**config.mk**
```make
export PLATFORM = sky130hd
export DESIGN_NAME = bitrev_reorder
export DESIGN_NICKNAME = d
export VERILOG_FILES = /design/src/rtl/fft_pkg.sv /design/src/rtl/reorder_bank.sv /design/src/rtl/bitrev_reorder.sv
export SDC_FILE = /design/constraint.sdc
export NUM_CORES = 1
export LEC_CHECK = 0
export ABC_AREA = 1
export CELL_PAD_IN_SITES_DETAIL_PLACEMENT = 0
export CELL_PAD_IN_SITES_GLOBAL_PLACEMENT = 1
export CORE_MARGIN = 3
export CORE_UTILIZATION = 48
export CTS_CLUSTER_DIAMETER = 100
export DETAILED_ROUTE_END_ITERATION = 10
export HOLD_SLACK_MARGIN = 0.08
export PLACE_DENSITY_LB_ADDON = 0.1
export REMOVE_ABC_BUFFERS = 1
export SYNTH_ARGS = -nofsm -noshare
export SYNTH_HDL_FRONTEND = slang
export SYNTH_SLANG_ARGS = --single-unit
```
**constraint.sdc**
```tcl
create_clock -name clk -period 5.8 [get_ports clk]
set_input_delay 1.16 -clock clk [delete_from_list [all_inputs] [get_ports clk]]
set_output_delay 1.16 -clock clk [all_outputs]
set_load 0.01 [all_outputs]
```
**src/rtl/fft_pkg.sv**
```systemverilog
// Shared FFT definitions: default order, complex sample type and the
// bit-reversal used by both the input shuffle and the output reorder.
package fft_pkg;

  localparam int FFT_N = 3;
  localparam int FFT_W = 16;

  // Reader state per bank: the bank FULL flag doubles as the state bit.
  localparam logic [0:0] RD_IDLE  = 1'b0;
  localparam logic [0:0] RD_DRAIN = 1'b1;

  typedef struct packed {
    logic signed [FFT_W-1:0] re;
    logic signed [FFT_W-1:0] im;
  } cplx_t;

  // Reverses the low n bits of k; bits at and above n are returned as 0.
  function automatic logic [15:0] rev_bit(input logic [15:0] k, input int n);
    logic [15:0] r;
    r = '0;
    for (int i = 0; i < 16; i++) begin
      if (i < n) r[i] = k[n-1-i];
    end
    return r;
  endfunction

endpackage

```
**src/rtl/reorder_bank.sv**
```systemverilog
// One reorder frame store: synchronous write, asynchronous read, no reset.
module reorder_bank #(
  parameter int N  = 3,
  parameter int DW = 32
) (
  input  logic          clk,
  input  logic          we,
  input  logic [N-1:0]  waddr,
  input  logic [DW-1:0] wdata,
  input  logic [N-1:0]  raddr,
  output logic [DW-1:0] rdata
);

  logic [DW-1:0] mem [2**N];

  always_ff @(posedge clk) begin
    if (we) mem[waddr] <= wdata;
  end

  assign rdata = mem[raddr];

endmodule

```
**src/rtl/bitrev_reorder.sv**
```systemverilog
// Ping-pong output reorder for the R2SDF FFT: frames arrive in bit-reversed
// order, get written at rev(arrival count), and are drained in natural order.
import fft_pkg::*;

module bitrev_reorder #(
  parameter int N = FFT_N,
  parameter int W = FFT_W
) (
  input  logic                clk,
  input  logic                rst,
  input  logic                in_valid,
  output logic                in_ready,
  input  logic signed [W-1:0] in_re,
  input  logic signed [W-1:0] in_im,
  output logic                out_valid,
  input  logic                out_ready,
  output logic signed [W-1:0] out_re,
  output logic signed [W-1:0] out_im,
  output logic [N-1:0]        out_idx,
  output logic                out_last
);

  logic [1:0]     full;
  logic           wr_sel;
  logic           rd_sel;
  logic [N-1:0]   wr_cnt;
  logic [N-1:0]   rd_cnt;
  logic [N-1:0]   wr_addr;
  logic           wr_fire;
  logic           rd_fire;
  logic [0:0]     rd_state;
  logic [2*W-1:0] wdata;
  logic [2*W-1:0] rdata [2];
  logic [2*W-1:0] rd_data;

  assign in_ready = !full[wr_sel];
  assign wr_fire  = in_valid & in_ready;
  assign wr_addr  = N'(rev_bit(16'(wr_cnt), N));
  assign wdata    = {in_re, in_im};

  for (genvar b = 0; b < 2; b++) begin : g_bank
    reorder_bank #(
      .N  (N),
      .DW (2*W)
    ) u_bank (
      .clk   (clk),
      .we    (wr_fire && (wr_sel == 1'(b))),
      .waddr (wr_addr),
      .wdata (wdata),
      .raddr (rd_cnt),
      .rdata (rdata[b])
    );
  end

  // Read side: combinational storage read, indexed by the registered pointer.
  assign rd_state  = full[rd_sel];
  assign out_valid = (rd_state == RD_DRAIN);
  assign rd_fire   = out_valid & out_ready;
  assign rd_data   = rdata[rd_sel];

  assign out_re   = out_valid ? rd_data[2*W-1:W] : '0;
  assign out_im   = out_valid ? rd_data[W-1:0]   : '0;
  assign out_idx  = out_valid ? rd_cnt           : '0;
  assign out_last = out_valid && (rd_cnt == '1);

  // Writer and reader always own different banks, so both flag updates can land together.
  always_ff @(posedge clk) begin
    if (rst) begin
      full   <= '0;
      wr_sel <= 1'b0;
      rd_sel <= 1'b0;
      wr_cnt <= '0;
      rd_cnt <= '0;
    end else begin
      if (wr_fire) begin
        wr_cnt <= wr_cnt + 1'b1;
        if (wr_cnt == '1) begin
          full[wr_sel] <= 1'b1;
          wr_sel       <= ~wr_sel;
        end
      end
      if (rd_fire) begin
        rd_cnt <= rd_cnt + 1'b1;
        if (rd_cnt == '1) begin
          full[rd_sel] <= 1'b0;
          rd_sel       <= ~rd_sel;
        end
      end
    end
  end

endmodule

```
==> results.cfg <==
[logic_synthesis]
seq_area_frac_synth_pct = 69.9
syn_area_sq_um = 22400
yosysUniqueCellTypes = 21
avgSynthCellArea_sq_um = 10.7
postSynthCellCount = 2097
yosys_warnings = 0
synth-seq-cells = 525

[clock_tree]
clk_pin_slew_ps = 50
cts_buffers = 55
ctsLongestPathBuffers = 3
clock-sinks = 525
post_cts_resized = 0
cts_setup_buffers = 0
cts_root_buffer = clkbuf_16
h-tree-depth = 2
tritoncts = done
clk_latency_ps = 600
hold_buffers = 0

[timing]
setup_ws_ps = 1110
report.final.hold_viol_count = 0
fin_crit_sh_pct = 80.9
fin_crit_ps = 4690
fmax_ghz = 0.213
setup_viol = 0
slew_headroom_pct = 23.4
drv_slew = 0
rsz0062_at_grt = false
worst_slew_pin_slew_ps = 1150
finClkSkew_ps = 20.1

[detailed_routing]
ant_nets = 0
post_drt_wl_per_cell_um = 20.2
drt_iter0_drc = 1096
drt_first_pass_iters = 6
met2WireLength_um = 26900
viasPerCell = 5.18
met1_length_um = 24600
num_vias = 14500
routed.top_layer = met5
drc = 0
met3_length_um = 3750
wl_um = 56500

[floorplanning]
initial_utilization_pct = 48.9
core_area_sq_um = 45700
die_h_um = 222
die_area_sq_um = 49200
pin_count = 74
core.rowCount = 78
die_w_um = 222

[final_layout]
layout_common_cells = nand2_1 (773), edfxtp_1 (512), nand3_1 (320), inv_1 (274), clkdlybuf4s50_1 (73)
diodes = 0
drive_above_1_share_pct = 6.39
layout_commonest_cell = nand2_1
fillers = 3978
area_growth_pct = 13.4
fin_nets = 2206
post-route-cell-area_sq_um = 25400

[critical_path]
arrival_ps = 3530
critPathMaxFanout = 54
crit_type = reg -> out
startpoint_type = flop
cp-end-kind = output port
cp.required_ps = 4640
reg2reg_slack_ps = 3010

[grt]
grt_pass1_vias = 14100
overflow = 0
grt_antenna_before_repair = 2
grt_pass1_wl_um = 85700
grt_max_degree = 190
grt_util_all_layers_pct = 22.9

[place]
gp_congestion = 0.765
dp_slack_ps = 1790
place_area_sq_um = 23700
dp_hpwl_um = 28900
port_buffers = 73

[min_path]
hold_class = reg -> reg

[run_status]
status = complete, no violations

[power]
peakVddDrop_mv = 0.257
p_switching_mw = 1.56
power.internal_mw = 6.19
clockPowerShare_pct = 42.5
pwr-share-comb_pct = 2.9
p_sw_share_pct = 20.1
p_leak_nw = 10.2
powerDensity_nw_per_um2 = 305
seqPwrFrac_pct = 54.7

[run]
maxCapViolCount = 0
final timing paths:
kind	depth (start not counted)	startpoint	end
max	6	flop	out_re[6]
min	2	rd_cnt[2]$_SDFFE_PP0P_	flop
max reg2reg	7	rd_sel$_SDFFE_PP0P_	flop
min reg2reg	2	rd_cnt[2]$_SDFFE_PP0P_	flop
synthesized netlist by cell type (all sizes together):
library cell  count  area share, %
o21ai            10           0.22
edfxtp          512             69
and2              1          0.028
ha                8           0.45
nor3             12           0.27
dfxtp            13            1.2
nand3           321            7.2
inv             280            4.7
nor2             14           0.24
buf              95            2.7
clkinv            2          0.034
nand2           773             13
clkbuf           15           0.25
a21oi            41           0.92
cells by family after synthesis:
| kind of cell | Yosys count | share of synthesized area [%] |
|---|---|---|
| compound gates | 51 | 1.14 |
| fa+ha+maj | 8 | 0.448 |
| buf+inv | 392 | 7.74 |
| flops | 525 | 69.9 |
| simple gates | 1121 | 20.7 |
registers in the layout (all words and copies together), names as in the netlist, named ones only:
signal and flops:
full 2, wr_sel 1, rd_sel 1, g_bank.u_bank.mem 512, wr_cnt 3, rd_cnt 3
worst max-delay path, cell delays in order, from the launching register on:
cell             delay (ps)
dfxtp_4                 870
buf_4                   650
nand3_1                 150
nand3_1                 100
nand3_1                  90
a21oi_1                 390
clkdlybuf4s50_1         630
metrics by stage:
step	power, mW	TNS (ps)	instances	util (%)	hold slack [ps]
final	7.74	0	2805	55.5	497
after global routing	7.99	0	2805	55.5	530
after CTS	7.81	0	2805	55.5	497
after detailed placement	4.53	0	2705	51.8	484
after global placement	4.53	0	2705	51.8	482
after floorplan	4.41	-82440	1987	-	459
area by class of cell:
| type | instances | area (sq um) | area share, % |
|---|---|---|---|
| clock buffers | 79 | 1530 | 6.03 |
| flip-flops and latches | 525 | 15600 | 61.7 |
| clock inverters | 21 | 143 | 0.563 |
| repair buffers | 118 | 1130 | 4.46 |
| inverters | 282 | 1070 | 4.21 |
| well taps | 600 | 751 | 2.96 |
| multi-input cells | 1180 | 5080 | 20.0 |
power groups by stage:
stage	logic, mW	registers [mW]	clock network, mW
final	0.221	4.23	3.29
after global routing	0.248	4.23	3.51
after CTS	0.224	4.23	3.36
after detailed placement	0.222	4.31	0
after global placement	0.219	4.31	0
after floorplan	0.0901	4.32	0
layer usage:
metal	vias up	track usage, %
met5	-	0
met4	4	5.70
met3	85	4.45
met2	396	38.2
met1	7047	31.2
li1	7011	-
Note: power is estimated with default switching activity, not from simulation.
